## config.mk

```make
export PLATFORM = sky130hd
export DESIGN_NAME = frame_bank_scheduler_flat
export DESIGN_NICKNAME = d
export VERILOG_FILES = /design/src/rtl/fbs_pkg.sv /design/src/rtl/frame_bank_scheduler_if.sv /design/src/rtl/fbs_evt_sync.sv /design/src/rtl/frame_bank_scheduler.sv /design/src/flat_wrapper.sv
export SDC_FILE = /design/constraint.sdc
export NUM_CORES = 1
export LEC_CHECK = 0
export ABC_CLOCK_PERIOD_IN_PS = 4600
export CAP_MARGIN = 10
export CORE_AREA = 2 2 90 92
export DETAILED_ROUTE_END_ITERATION = 8
export DIE_AREA = 0 0 92 94
export DONT_BUFFER_PORTS = 1
export HOLD_SLACK_MARGIN = 0.05
export PLACE_DENSITY = 0.48
export SYNTH_ARGS = -nofsm -noshare
export SYNTH_HDL_FRONTEND = slang
export SYNTH_HIERARCHICAL = 1
export SYNTH_SLANG_ARGS = --single-unit
```

## constraint.sdc

```tcl
create_clock -name CTRL_CLK -period 4.6 [get_ports CTRL_CLK]
set_input_delay 0.92 -clock CTRL_CLK [delete_from_list [all_inputs] [get_ports CTRL_CLK]]
set_output_delay 0.92 -clock CTRL_CLK [all_outputs]
set_load 0.05 [all_outputs]
```

## src/rtl/fbs_pkg.sv

```systemverilog
// rtl/fbs_pkg.sv - shared types and helpers for the triple-buffer frame bank scheduler
package fbs_pkg;

  typedef logic [1:0] bank_t;

  typedef enum logic [1:0] {
    S_IDLE = 2'd0,
    S_ARM  = 2'd1,
    S_FILL = 2'd2,
    S_RUN  = 2'd3
  } fbs_state_e;

  localparam logic [1:0] ST_IDLE = S_IDLE;
  localparam logic [1:0] ST_ARM  = S_ARM;
  localparam logic [1:0] ST_FILL = S_FILL;
  localparam logic [1:0] ST_RUN  = S_RUN;

  // With banks 0..2 and a != b, the remaining bank is 3 - a - b.
  function automatic bank_t third_bank(input bank_t a, input bank_t b);
    return 2'd3 - a - b;
  endfunction

endpackage

```

## src/rtl/frame_bank_scheduler_if.sv

```systemverilog
// rtl/frame_bank_scheduler_if.sv - frame marker inputs and SDRAM window outputs of the scheduler
// FBS_STATS_EN adds the DROP_CNT / FRAME_CNT statistics signals.
interface frame_bank_scheduler_if #(
  parameter int ADDR_W = 22
);
  import fbs_pkg::*;

  logic              ENABLE;
  logic              WR_VSYNC;
  logic              RD_VSYNC;
  logic [ADDR_W-1:0] WR_ADDR;
  logic [ADDR_W-1:0] WR_MAX_ADDR;
  logic [ADDR_W-1:0] RD_ADDR;
  logic [ADDR_W-1:0] RD_MAX_ADDR;
  logic              WR_LOAD;
  logic              RD_LOAD;
  bank_t             WR_BANK;
  bank_t             RD_BANK;
  logic              RD_FRAME_VALID;
`ifdef FBS_STATS_EN
  logic [15:0]       DROP_CNT;
  logic [15:0]       FRAME_CNT;
`endif

  modport master (
    input  ENABLE, WR_VSYNC, RD_VSYNC,
    output WR_ADDR, WR_MAX_ADDR, RD_ADDR, RD_MAX_ADDR,
    output WR_LOAD, RD_LOAD, WR_BANK, RD_BANK, RD_FRAME_VALID
`ifdef FBS_STATS_EN
    , output DROP_CNT, FRAME_CNT
`endif
  );

  modport slave (
    output ENABLE, WR_VSYNC, RD_VSYNC,
    input  WR_ADDR, WR_MAX_ADDR, RD_ADDR, RD_MAX_ADDR,
    input  WR_LOAD, RD_LOAD, WR_BANK, RD_BANK, RD_FRAME_VALID
`ifdef FBS_STATS_EN
    , input DROP_CNT, FRAME_CNT
`endif
  );

endinterface

```

## src/rtl/fbs_evt_sync.sv

```systemverilog
// rtl/fbs_evt_sync.sv - 2-flop synchronizer plus registered rising-edge detector
// The event pulse is one cycle wide and appears three clocks after the input edge.
module fbs_evt_sync (
  input  logic clk_i,
  input  logic rst_ni,
  input  logic clr_i,
  input  logic async_i,
  output logic evt_o
);

  logic [1:0] sync_q;
  logic       prev_q;
  logic       evt_q;

  always_ff @(posedge clk_i or negedge rst_ni) begin
    if (!rst_ni) begin
      sync_q <= 2'b00;
      prev_q <= 1'b0;
      evt_q  <= 1'b0;
    end else if (clr_i) begin
      sync_q <= 2'b00;
      prev_q <= 1'b0;
      evt_q  <= 1'b0;
    end else begin
      sync_q <= {sync_q[0], async_i};
      prev_q <= sync_q[1];
      evt_q  <= sync_q[1] & ~prev_q;
    end
  end

  assign evt_o = evt_q;

endmodule

```

## src/rtl/frame_bank_scheduler.sv

```systemverilog
// rtl/frame_bank_scheduler.sv - triple-buffer bank rotation between a frame writer and reader
// Optional FBS_STATS_EN adds saturating drop and wrapping completed-frame counters.
module frame_bank_scheduler
  import fbs_pkg::*;
#(
  parameter int ADDR_W      = 22,
  parameter int BASE_ADDR   = 0,
  parameter int FRAME_WORDS = 384000,
  parameter int LOAD_CYCLES = 4
) (
  input logic                    CTRL_CLK,
  input logic                    RESET_N,
  frame_bank_scheduler_if.master bus
);

  if (LOAD_CYCLES < 1 || LOAD_CYCLES > 15) begin : g_bad_load
    $error("LOAD_CYCLES must be in 1..15");
  end
  if (longint'(BASE_ADDR) + 3 * longint'(FRAME_WORDS) > (longint'(1) << ADDR_W)) begin : g_bad_win
    $error("three frame banks do not fit in ADDR_W bits");
  end

  localparam logic [ADDR_W-1:0] BASE_A = ADDR_W'(BASE_ADDR);
  localparam logic [ADDR_W-1:0] FW_A   = ADDR_W'(FRAME_WORDS);
  localparam logic [3:0]        LOAD_N = 4'(LOAD_CYCLES);

  function automatic logic [ADDR_W-1:0] win_start(input bank_t b);
    return BASE_A + ADDR_W'(b) * FW_A;
  endfunction

  logic wr_evt, rd_evt, clr;
  assign clr = ~bus.ENABLE;

  fbs_evt_sync u_wr_sync (.clk_i(CTRL_CLK), .rst_ni(RESET_N), .clr_i(clr), .async_i(bus.WR_VSYNC), .evt_o(wr_evt));
  fbs_evt_sync u_rd_sync (.clk_i(CTRL_CLK), .rst_ni(RESET_N), .clr_i(clr), .async_i(bus.RD_VSYNC), .evt_o(rd_evt));

  logic [1:0] state_q, state_d;
  bank_t      wr_bank_q, wr_bank_d, rd_bank_q, rd_bank_d, ready_bank_q, ready_bank_d;
  logic       ready_valid_q, ready_valid_d, frame_valid_q, frame_valid_d;
  logic       wr_start, rd_start;
  logic [3:0] wr_cnt_q, wr_cnt_d, rd_cnt_q, rd_cnt_d;
  logic [ADDR_W-1:0] wr_addr_q, wr_max_q, rd_addr_q, rd_max_q;

  always_comb begin
    state_d       = state_q;
    wr_bank_d     = wr_bank_q;
    rd_bank_d     = rd_bank_q;
    ready_bank_d  = ready_bank_q;
    ready_valid_d = ready_valid_q;
    frame_valid_d = frame_valid_q;
    wr_start      = 1'b0;
    rd_start      = 1'b0;
    if (!bus.ENABLE) begin
      state_d       = ST_IDLE;
      wr_bank_d     = 2'd0;
      rd_bank_d     = 2'd1;
      ready_bank_d  = 2'd0;
      ready_valid_d = 1'b0;
      frame_valid_d = 1'b0;
    end else if (state_q == ST_IDLE) begin
      state_d = ST_ARM;
    end else begin
      if (wr_evt) begin
        wr_start = 1'b1;
        if (state_q == ST_ARM) begin
          state_d = ST_FILL;
        end else begin
          state_d       = ST_RUN;
          ready_bank_d  = wr_bank_q;
          ready_valid_d = 1'b1;
          wr_bank_d     = third_bank(rd_bank_q, wr_bank_q);
        end
      end
      // The read sees the write update of the same cycle, so it can take a just-finished frame.
      if (rd_evt) begin
        rd_start = 1'b1;
        if (ready_valid_d) begin
          rd_bank_d     = ready_bank_d;
          ready_valid_d = 1'b0;
          frame_valid_d = 1'b1;
        end
      end
    end
  end

  always_comb begin
    wr_cnt_d = 4'd0;
    rd_cnt_d = 4'd0;
    if (bus.ENABLE) begin
      wr_cnt_d = wr_start ? LOAD_N : (wr_cnt_q != 4'd0 ? wr_cnt_q - 4'd1 : 4'd0);
      rd_cnt_d = rd_start ? LOAD_N : (rd_cnt_q != 4'd0 ? rd_cnt_q - 4'd1 : 4'd0);
    end
  end

  always_ff @(posedge CTRL_CLK or negedge RESET_N) begin
    if (!RESET_N) begin
      state_q       <= ST_IDLE;
      wr_bank_q     <= 2'd0;
      rd_bank_q     <= 2'd1;
      ready_bank_q  <= 2'd0;
      ready_valid_q <= 1'b0;
      frame_valid_q <= 1'b0;
      wr_cnt_q      <= 4'd0;
      rd_cnt_q      <= 4'd0;
      wr_addr_q     <= win_start(2'd0);
      wr_max_q      <= win_start(2'd0) + FW_A;
      rd_addr_q     <= win_start(2'd1);
      rd_max_q      <= win_start(2'd1) + FW_A;
    end else begin
      state_q       <= state_d;
      wr_bank_q     <= wr_bank_d;
      rd_bank_q     <= rd_bank_d;
      ready_bank_q  <= ready_bank_d;
      ready_valid_q <= ready_valid_d;
      frame_valid_q <= frame_valid_d;
      wr_cnt_q      <= wr_cnt_d;
      rd_cnt_q      <= rd_cnt_d;
      wr_addr_q     <= win_start(wr_bank_d);
      wr_max_q      <= win_start(wr_bank_d) + FW_A;
      rd_addr_q     <= win_start(rd_bank_d);
      rd_max_q      <= win_start(rd_bank_d) + FW_A;
    end
  end

  assign bus.WR_ADDR        = wr_addr_q;
  assign bus.WR_MAX_ADDR    = wr_max_q;
  assign bus.RD_ADDR        = rd_addr_q;
  assign bus.RD_MAX_ADDR    = rd_max_q;
  assign bus.WR_LOAD        = (wr_cnt_q != 4'd0);
  assign bus.RD_LOAD        = (rd_cnt_q != 4'd0);
  assign bus.WR_BANK        = wr_bank_q;
  assign bus.RD_BANK        = rd_bank_q;
  assign bus.RD_FRAME_VALID = frame_valid_q;

`ifdef FBS_STATS_EN
  logic        arm_entry, frame_done, frame_drop;
  logic [15:0] drop_cnt_q, frame_cnt_q;

  assign arm_entry  = bus.ENABLE && (state_q == ST_IDLE);
  assign frame_done = bus.ENABLE && wr_evt && (state_q == ST_FILL || state_q == ST_RUN);
  assign frame_drop = frame_done && ready_valid_q;

  always_ff @(posedge CTRL_CLK or negedge RESET_N) begin
    if (!RESET_N) begin
      drop_cnt_q  <= 16'd0;
      frame_cnt_q <= 16'd0;
    end else if (arm_entry) begin
      drop_cnt_q  <= 16'd0;
      frame_cnt_q <= 16'd0;
    end else begin
      if (frame_drop && drop_cnt_q != 16'hFFFF) drop_cnt_q <= drop_cnt_q + 16'd1;
      if (frame_done) frame_cnt_q <= frame_cnt_q + 16'd1;
    end
  end

  assign bus.DROP_CNT  = drop_cnt_q;
  assign bus.FRAME_CNT = frame_cnt_q;
`endif

endmodule

```

## src/flat_wrapper.sv

```systemverilog
// flat-port wrapper written by rule: the top's interface ports become plain ports
module frame_bank_scheduler_flat import fbs_pkg::*;
#(
  parameter int ADDR_W      = 22,
  parameter int BASE_ADDR   = 0,
  parameter int FRAME_WORDS = 384000,
  parameter int LOAD_CYCLES = 4
)
  (CTRL_CLK, RESET_N, bus_ENABLE, bus_WR_VSYNC, bus_RD_VSYNC, bus_WR_ADDR, bus_WR_MAX_ADDR, bus_RD_ADDR, bus_RD_MAX_ADDR, bus_WR_LOAD, bus_RD_LOAD, bus_WR_BANK, bus_RD_BANK, bus_RD_FRAME_VALID);
  frame_bank_scheduler_if #(.ADDR_W(ADDR_W)) bus_i ();
  input logic CTRL_CLK;
  input logic RESET_N;
  input wire logic [$bits(bus_i.ENABLE)-1:0] bus_ENABLE;
  input wire logic [$bits(bus_i.WR_VSYNC)-1:0] bus_WR_VSYNC;
  input wire logic [$bits(bus_i.RD_VSYNC)-1:0] bus_RD_VSYNC;
  output wire logic [$bits(bus_i.WR_ADDR)-1:0] bus_WR_ADDR;
  output wire logic [$bits(bus_i.WR_MAX_ADDR)-1:0] bus_WR_MAX_ADDR;
  output wire logic [$bits(bus_i.RD_ADDR)-1:0] bus_RD_ADDR;
  output wire logic [$bits(bus_i.RD_MAX_ADDR)-1:0] bus_RD_MAX_ADDR;
  output wire logic [$bits(bus_i.WR_LOAD)-1:0] bus_WR_LOAD;
  output wire logic [$bits(bus_i.RD_LOAD)-1:0] bus_RD_LOAD;
  output wire logic [$bits(bus_i.WR_BANK)-1:0] bus_WR_BANK;
  output wire logic [$bits(bus_i.RD_BANK)-1:0] bus_RD_BANK;
  output wire logic [$bits(bus_i.RD_FRAME_VALID)-1:0] bus_RD_FRAME_VALID;
  assign bus_i.ENABLE = bus_ENABLE;
  assign bus_i.WR_VSYNC = bus_WR_VSYNC;
  assign bus_i.RD_VSYNC = bus_RD_VSYNC;
  assign bus_WR_ADDR = bus_i.WR_ADDR;
  assign bus_WR_MAX_ADDR = bus_i.WR_MAX_ADDR;
  assign bus_RD_ADDR = bus_i.RD_ADDR;
  assign bus_RD_MAX_ADDR = bus_i.RD_MAX_ADDR;
  assign bus_WR_LOAD = bus_i.WR_LOAD;
  assign bus_RD_LOAD = bus_i.RD_LOAD;
  assign bus_WR_BANK = bus_i.WR_BANK;
  assign bus_RD_BANK = bus_i.RD_BANK;
  assign bus_RD_FRAME_VALID = bus_i.RD_FRAME_VALID;
  frame_bank_scheduler #(.ADDR_W(ADDR_W), .BASE_ADDR(BASE_ADDR), .FRAME_WORDS(FRAME_WORDS), .LOAD_CYCLES(LOAD_CYCLES)) u_core (.CTRL_CLK(CTRL_CLK), .RESET_N(RESET_N), .bus(bus_i));
endmodule
```

# Yosys cells after proc, flatten, opt, wreduce, memory -nomap -nowiden
# Index checks and enable logic that the tools add are counted.
op_classes:
  n_reduce_logical: 4
  eq_ne: 5
  bitwise_logic: 4
  n_mul: 2
  n_mux: 45
  addsub: 6
ops:
  columns: ["op", "count"]
  rows:
  - ["adder 21 x 19 -> 22 bit, second input constant", 2]
  - ["2-to-1 mux 2 bit", 17]
  - ["2-to-1 mux 4 bit", 6]
  - ["multiplier 2 x 9 -> 11 bit, second input constant", 2]
  - ["2-to-1 mux 1 bit", 22]
  - ["nonzero test 4 bit", 2]
  - ["subtractor 4 x 1 -> 4 bit, second input constant", 2]
  - ["!= test 2 x 1 -> 1 bit, second input constant", 2]
  - ["!= test 3 x 1 -> 1 bit, second input constant", 1]
  - ["AND reduction 3 bit", 1]
  - ["bitwise AND 1 bit", 2]
  - ["== test 2 x 1 -> 1 bit, second input constant", 1]
  - ["zero test 2 bit", 1]
  - ["!= test 2 bit, second input constant", 1]
  - ["NOT 1 bit", 2]
  - ["subtractor 2 bit", 1]
  - ["subtractor 2 bit, first input constant", 1]
word_totals:
  in_bits: 5
  out_inout_bits: 95
  regBits: 92

# Longest topological paths before layout
logic_depth:
  ltp_word: 11
  depth_mapped: 9

# Cells and area by module
# The synthesis kept the hierarchy.
modules_own_cells:
  columns: ["mod", "n_inst", "cells_each", "area_per_inst_um2", "seq_area_each_um2"]
  rows:
  - ["frame_bank_scheduler", 1, 218, 2349.8, 1142.3]
  - ["fbs_evt_sync", 2, 8, 131.4, 100.1]

# Worst setup path after synthesis
# Ideal clock, no wire load.
synth_path:
  path_type: "register -> register"
  from: "register u_core.wr_bank_q[0], in the netlist u_core/bus.WR_BANK[0]"
  to: "register u_core.wr_max_q[21], in the netlist u_core/bus.WR_MAX_ADDR[21]"
  t_arrival_ns: 2.068
  stages_incl_launch_ff: 9
  t_required_ns: 4.482
  path_slack_ns: 2.415
  cell_sequence: "dfrtp_1 -> ha_1 -> xor2_1 -> o21a_1 -> o21ai_0 -> ha_1 -> inv_1 -> a21oi_1 -> nor2_1"
synth_between:
  elab_chain_len: 7
synth_rtl:
  columns: ["item", "line_no", "rtl"]
  rows:
  - ["from (decl)", "frame_bank_scheduler.sv:38", "bank_t wr_bank_q, wr_bank_d, rd_bank_q, rd_bank_d, ready_bank_q, ready_bank_d;"]
  - ["from (signal assigned)", "frame_bank_scheduler.sv:111", "wr_bank_q <= wr_bank_d;"]
  - ["subtractor 2 bit", "fbs_pkg.sv:20", "return 2'd3 - a - b;"]
  - ["2-to-1 mux 2 bit", "frame_bank_scheduler.sv:65", "if (state_q == ST_ARM) begin"]
  - ["2-to-1 mux 2 bit", "frame_bank_scheduler.sv:63", "if (wr_evt) begin"]
  - ["2-to-1 mux 2 bit (*)", "frame_bank_scheduler.sv:60", "end else if (state_q == ST_IDLE) begin"]
  - ["2-to-1 mux 2 bit (*)", "frame_bank_scheduler.sv:53", "if (!bus.ENABLE) begin"]
  - ["multiplier 2 x 9 -> 11 bit (*)", "frame_bank_scheduler.sv:28", "return BASE_A + ADDR_W'(b) * FW_A;"]
  - ["adder 21 x 19 -> 22 bit (*)", "frame_bank_scheduler.sv:119", "wr_max_q <= win_start(wr_bank_d) + FW_A;"]
  - ["to (signal assigned)", "frame_bank_scheduler.sv:106", "wr_max_q <= win_start(2'd0) + FW_A;"]
  - ["to (signal assigned)", "frame_bank_scheduler.sv:119", null]
  - ["to (decl)", "frame_bank_scheduler.sv:42", "logic [ADDR_W-1:0] wr_addr_q, wr_max_q, rd_addr_q, rd_max_q;"]
# Every way passes the cells marked *; elsewhere a longest branch is shown, timed or not.
# A chain may end at the register's enable or synchronous reset.

# Worst setup path after layout
layout_path:
  from: "register u_core.rd_bank_q[0], in the netlist u_core/bus.RD_BANK[0]"
  to: "register u_core.wr_max_q[21], in the netlist u_core/bus.WR_MAX_ADDR[21]"
layout_between:
  elab_chain_len: 8
layout_rtl:
  columns: ["item", "line_no", "rtl"]
  rows:
  - ["from (decl)", "frame_bank_scheduler.sv:38", null]
  - ["from (signal assigned)", "frame_bank_scheduler.sv:112", "rd_bank_q <= rd_bank_d;"]
  - ["subtractor 2 bit (2 in series)", "fbs_pkg.sv:20", null]
  - ["2-to-1 mux 2 bit", "frame_bank_scheduler.sv:65", null]
  - ["2-to-1 mux 2 bit", "frame_bank_scheduler.sv:63", null]
  - ["2-to-1 mux 2 bit", "frame_bank_scheduler.sv:60", null]
  - ["2-to-1 mux 2 bit", "frame_bank_scheduler.sv:53", null]
  - ["multiplier 2 x 9 -> 11 bit", "frame_bank_scheduler.sv:28", null]
  - ["adder 21 x 19 -> 22 bit", "frame_bank_scheduler.sv:119", null]
# No other way between the ends.

==> flow_metrics.py <==
metrics = {
    "global_route": {
        "grt_overflow": 0,
        "use_met3_pct": 3.77,
        "grt_pass1_vias": 1255,
        "grt_pass1_wl_um": 6440,
        "gr-max-usage-layer": "met2",
        "grt_use_met2_pct": 15.0,
        "grt_max_degree": 54,
        "met1_usage_pct": 12.1,
        "antenna_found_initial": 0,
        "gr-usage-all-layers_pct": 9.60,
    },
    "detailed_routing": {
        "num_vias": 1342,
        "ant_nets": 0,
        "firstDrtPassIters": 4,
        "post-route-drc-count": 0,
        "routedWlPerCell_um": 12.1,
        "wirelength_um": 3910,
        "drt_iter0_markers": 85,
        "via_per_inst": 4.14,
    },
    "logic_synthesis": {
        "avgSynthCellArea_um2": 11.2,
        "synth-seq-cells": 53,
        "synth_flop_cell": "dfrtp_1",
        "synthTopCellsByArea": "dfrtp_1 (38%), buf_4 (18%), dfstp_2 (13%), ha_1 (7.2%), inv_1 (2.2%)",
        "synth-edff-count": 0,
        "synth_warnings": 6,
        "synth_cells": 234,
        "synth-async-reset-ratio_pct": 100,
        "yosysUniqueCellTypes": 41,
        "ys_seq_area_share_pct": 51.4,
        "synthesis.area_um2": 2610,
        "yosys.area.top_type": "dfrtp_1",
        "synth.top_cell.area_share_pct": 38.3,
    },
    "hold_path": {
        "hp-class": "primary input to async pin",
    },
    "clock_tree": {
        "clkLatencyLatePin_ns": 0.30,
        "cts_setup_buffers": 0,
        "cts_tree": "yes",
        "clock_sinks": 53,
        "htreeDepth": 2,
        "root_buffer": "clkbuf_8",
        "cts_made_buffers": 5,
        "cts_resized": 0,
        "hold_buffers": 0,
        "clk_pin_slew_ns": 0.10,
        "clockBufferDepth": 2,
    },
    "floorplanning": {
        "pin_count": 100,
        "initial_core_util_pct": 34.3,
        "core-area_um2": 7610,
        "die_height_um": 94,
        "rows": 32,
        "die_area_um2": 8650,
        "dieWidth_um": 92,
    },
    "sta": {
        "fin_ws_ns": 2.04,
        "fin_skew_ns": 0.00603,
        "relSlewSlack_pct": 42.2,
        "setup_tns_ns": 0,
        "hold_viol": 0,
        "fmax_mhz": 391,
        "setup_viol": 0,
        "slew_viol_final": 0,
        "worstMarginPinSlew_ns": 0.868,
        "post-route-period-util_pct": 55.6,
        "rsz0062_at_grt": "false",
        "min_period_ns": 2.56,
    },
    "run_status": {
        "status": "complete, no violations",
    },
    "critical_path": {
        "crit_required_ns": 4.80,
        "cpMostUsedCell": "ha_1",
        "setup.worst_path.end_class": "flip-flop",
        "path_cells": "ha_1, xor2_1, nor3_1, o21ai_0, ha_1, inv_1, a21oi_1, nor2_1",
        "path_max_fanout": 4,
        "slowest_delay_ns": 0.89,
        "worstPathArrival_ns": 2.76,
        "start_kind": "flip-flop",
        "critPathSlowestCell": "dfstp_2",
        "critPathKind": "flip-flop to flip-flop",
    },
    "placement": {
        "hpwl_um": 2680,
        "gp_congestion": 0.704,
        "port_buffers": 0,
        "post-place-cells": 316,
        "place_ws_ns": 2.03,
    },
    "finish": {
        "instances_no_fill": 324,
        "mostFrequentLayoutCell": "conb_1",
        "nets": 241,
        "layout-drive-gt1-share_pct": 14.4,
        "final_cell_mix": "conb_1 (42), dfrtp_1 (40), inv_1 (15), ha_1 (15), dfstp_2 (13)",
        "diodes": 0,
        "syn_to_final_growth_pct": -1.39,
    },
    "power_and_ir_drop": {
        "fin_total_pwr_mw": 1.16,
        "p_per_area_nw_per_um2": 448,
        "p_leak_nw": 1.26,
        "peakVddDrop_v": 0.000127,
    },
    "flow_run": {
        "cap_violations": 0,
    },
}
[power breakdown]
part | total, mW | switching (mW) | internal, mW | leakage [nW]
registers | 0.519 | 0.0237 | 0.496 | 0.685
clock network | 0.368 | 0.152 | 0.216 | 0.0681
logic | 0.268 | 0.202 | 0.0661 | 0.510
total | 1.16 | 0.377 | 0.778 | 1.26
[cells by family (layout without fill, tap and decap cells)]
logic type,Yosys count,after routing,synth area share [%]
AO/OA/AOI/OAI,29,29,7.38
XOR/XNOR,6,6,2.01
adder cells (fa/ha/maj),15,15,7.18
buffers and inverters,81,28,20.7
flip-flops,53,53,51.4
multiplexers,1,1,0.383
other,1,42,0.144
AND/OR/NAND/NOR,48,48,10.8
[synth_stat cells (2+ instances only)]
cell type and number:
buf_4 61, dfrtp_1 40, ha_1 15, inv_1 15
dfstp_2 13, nand2_1 10, nor2_1 10, a21oi_1 9
nor2b_1 7, xnor2_1 5, o21ai_0 4, nand3_1 3
nor3_1 3, o211ai_1 3, o21a_1 3, a31oi_1 2
clkbuf_1 2, nand2b_1 2, nand3b_1 2, nor3b_2 2
o311a_1 2, or3b_2 2
[layer usage]
layer / wire, µm / share of wire [%]
met1: 1710 / 44
met2: 1850 / 47
met3: 321 / 8.2
met4: 23 / 0.59
met5: 0 / 0
[final timing paths]
kind / start / endpoint / slack, ns / cells after the start
min reg2reg: u_core/u_wr_sync/prev_q / u_core/u_wr_sync/evt_o / 0.42 / 1
max in group asynchronous: RESET_N / u_core/bus.WR_MAX_ADDR[10] / 4.11 / 0
max: u_core/bus.RD_BANK[0] / u_core/bus.WR_MAX_ADDR[21] / 2.04 / 8
min: RESET_N / u_core/wr_cnt_q[3] / 0.30 / 0
min in group CTRL_CLK: u_core/u_wr_sync/prev_q / u_core/u_wr_sync/evt_o / 0.42 / 1
max reg2reg: u_core/bus.RD_BANK[0] / u_core/bus.WR_MAX_ADDR[21] / 2.04 / 8
[final cells by class]
| type | instances | area (µm²) |
|---|---|---|
| Sequential cell | 53 | 1340 |
| Tap cell | 102 | 128 |
| Multi-Input combinational cell | 141 | 882 |
| Fill cell | 780 | 5030 |
| Clock inverter | 3 | 65.1 |
| Timing Repair Buffer | 4 | 30.0 |
| Clock buffer | 5 | 68.8 |
| Inverter | 16 | 60.1 |
[flip-flops by register name, indices dropped and copies added, names as in the netlist, 2 cells and up]
name	cells
u_core/state_q	2
u_core/bus.RD_BANK	2
u_core/bus.WR_BANK	2
u_core/ready_bank_q	2
u_core/bus.RD_ADDR	5
u_core/bus.WR_MAX_ADDR	8
u_core/bus.RD_MAX_ADDR	8
u_core/u_wr_sync/sync_q	2
u_core/bus.WR_ADDR	6
u_core/wr_cnt_q	4
u_core/u_rd_sync/sync_q	2
u_core/rd_cnt_q	4
[metrics by stage]
stage	hold slack (ns)	util [%]	cell area, µm²
floorplan	0.401	-	2770
global placement	0.405	32.1	2440
detailed placement	0.406	32.1	2440
CTS	0.284	33.9	2580
global route	0.270	33.9	2580
finish	0.302	33.9	2580
[worst max-delay path: cells and delay by family, from the launching register on]
family                     cells  cell delay (ns)
DFF                            1             0.89
and+or+nand+nor                2             0.14
adders and majority gates      2             0.59
buffers and inverters          1             0.05
AOI/OAI and AO/OA              2             0.60
xor gates and xnor gates       1             0.19
(Power assumes the default switching activity.)
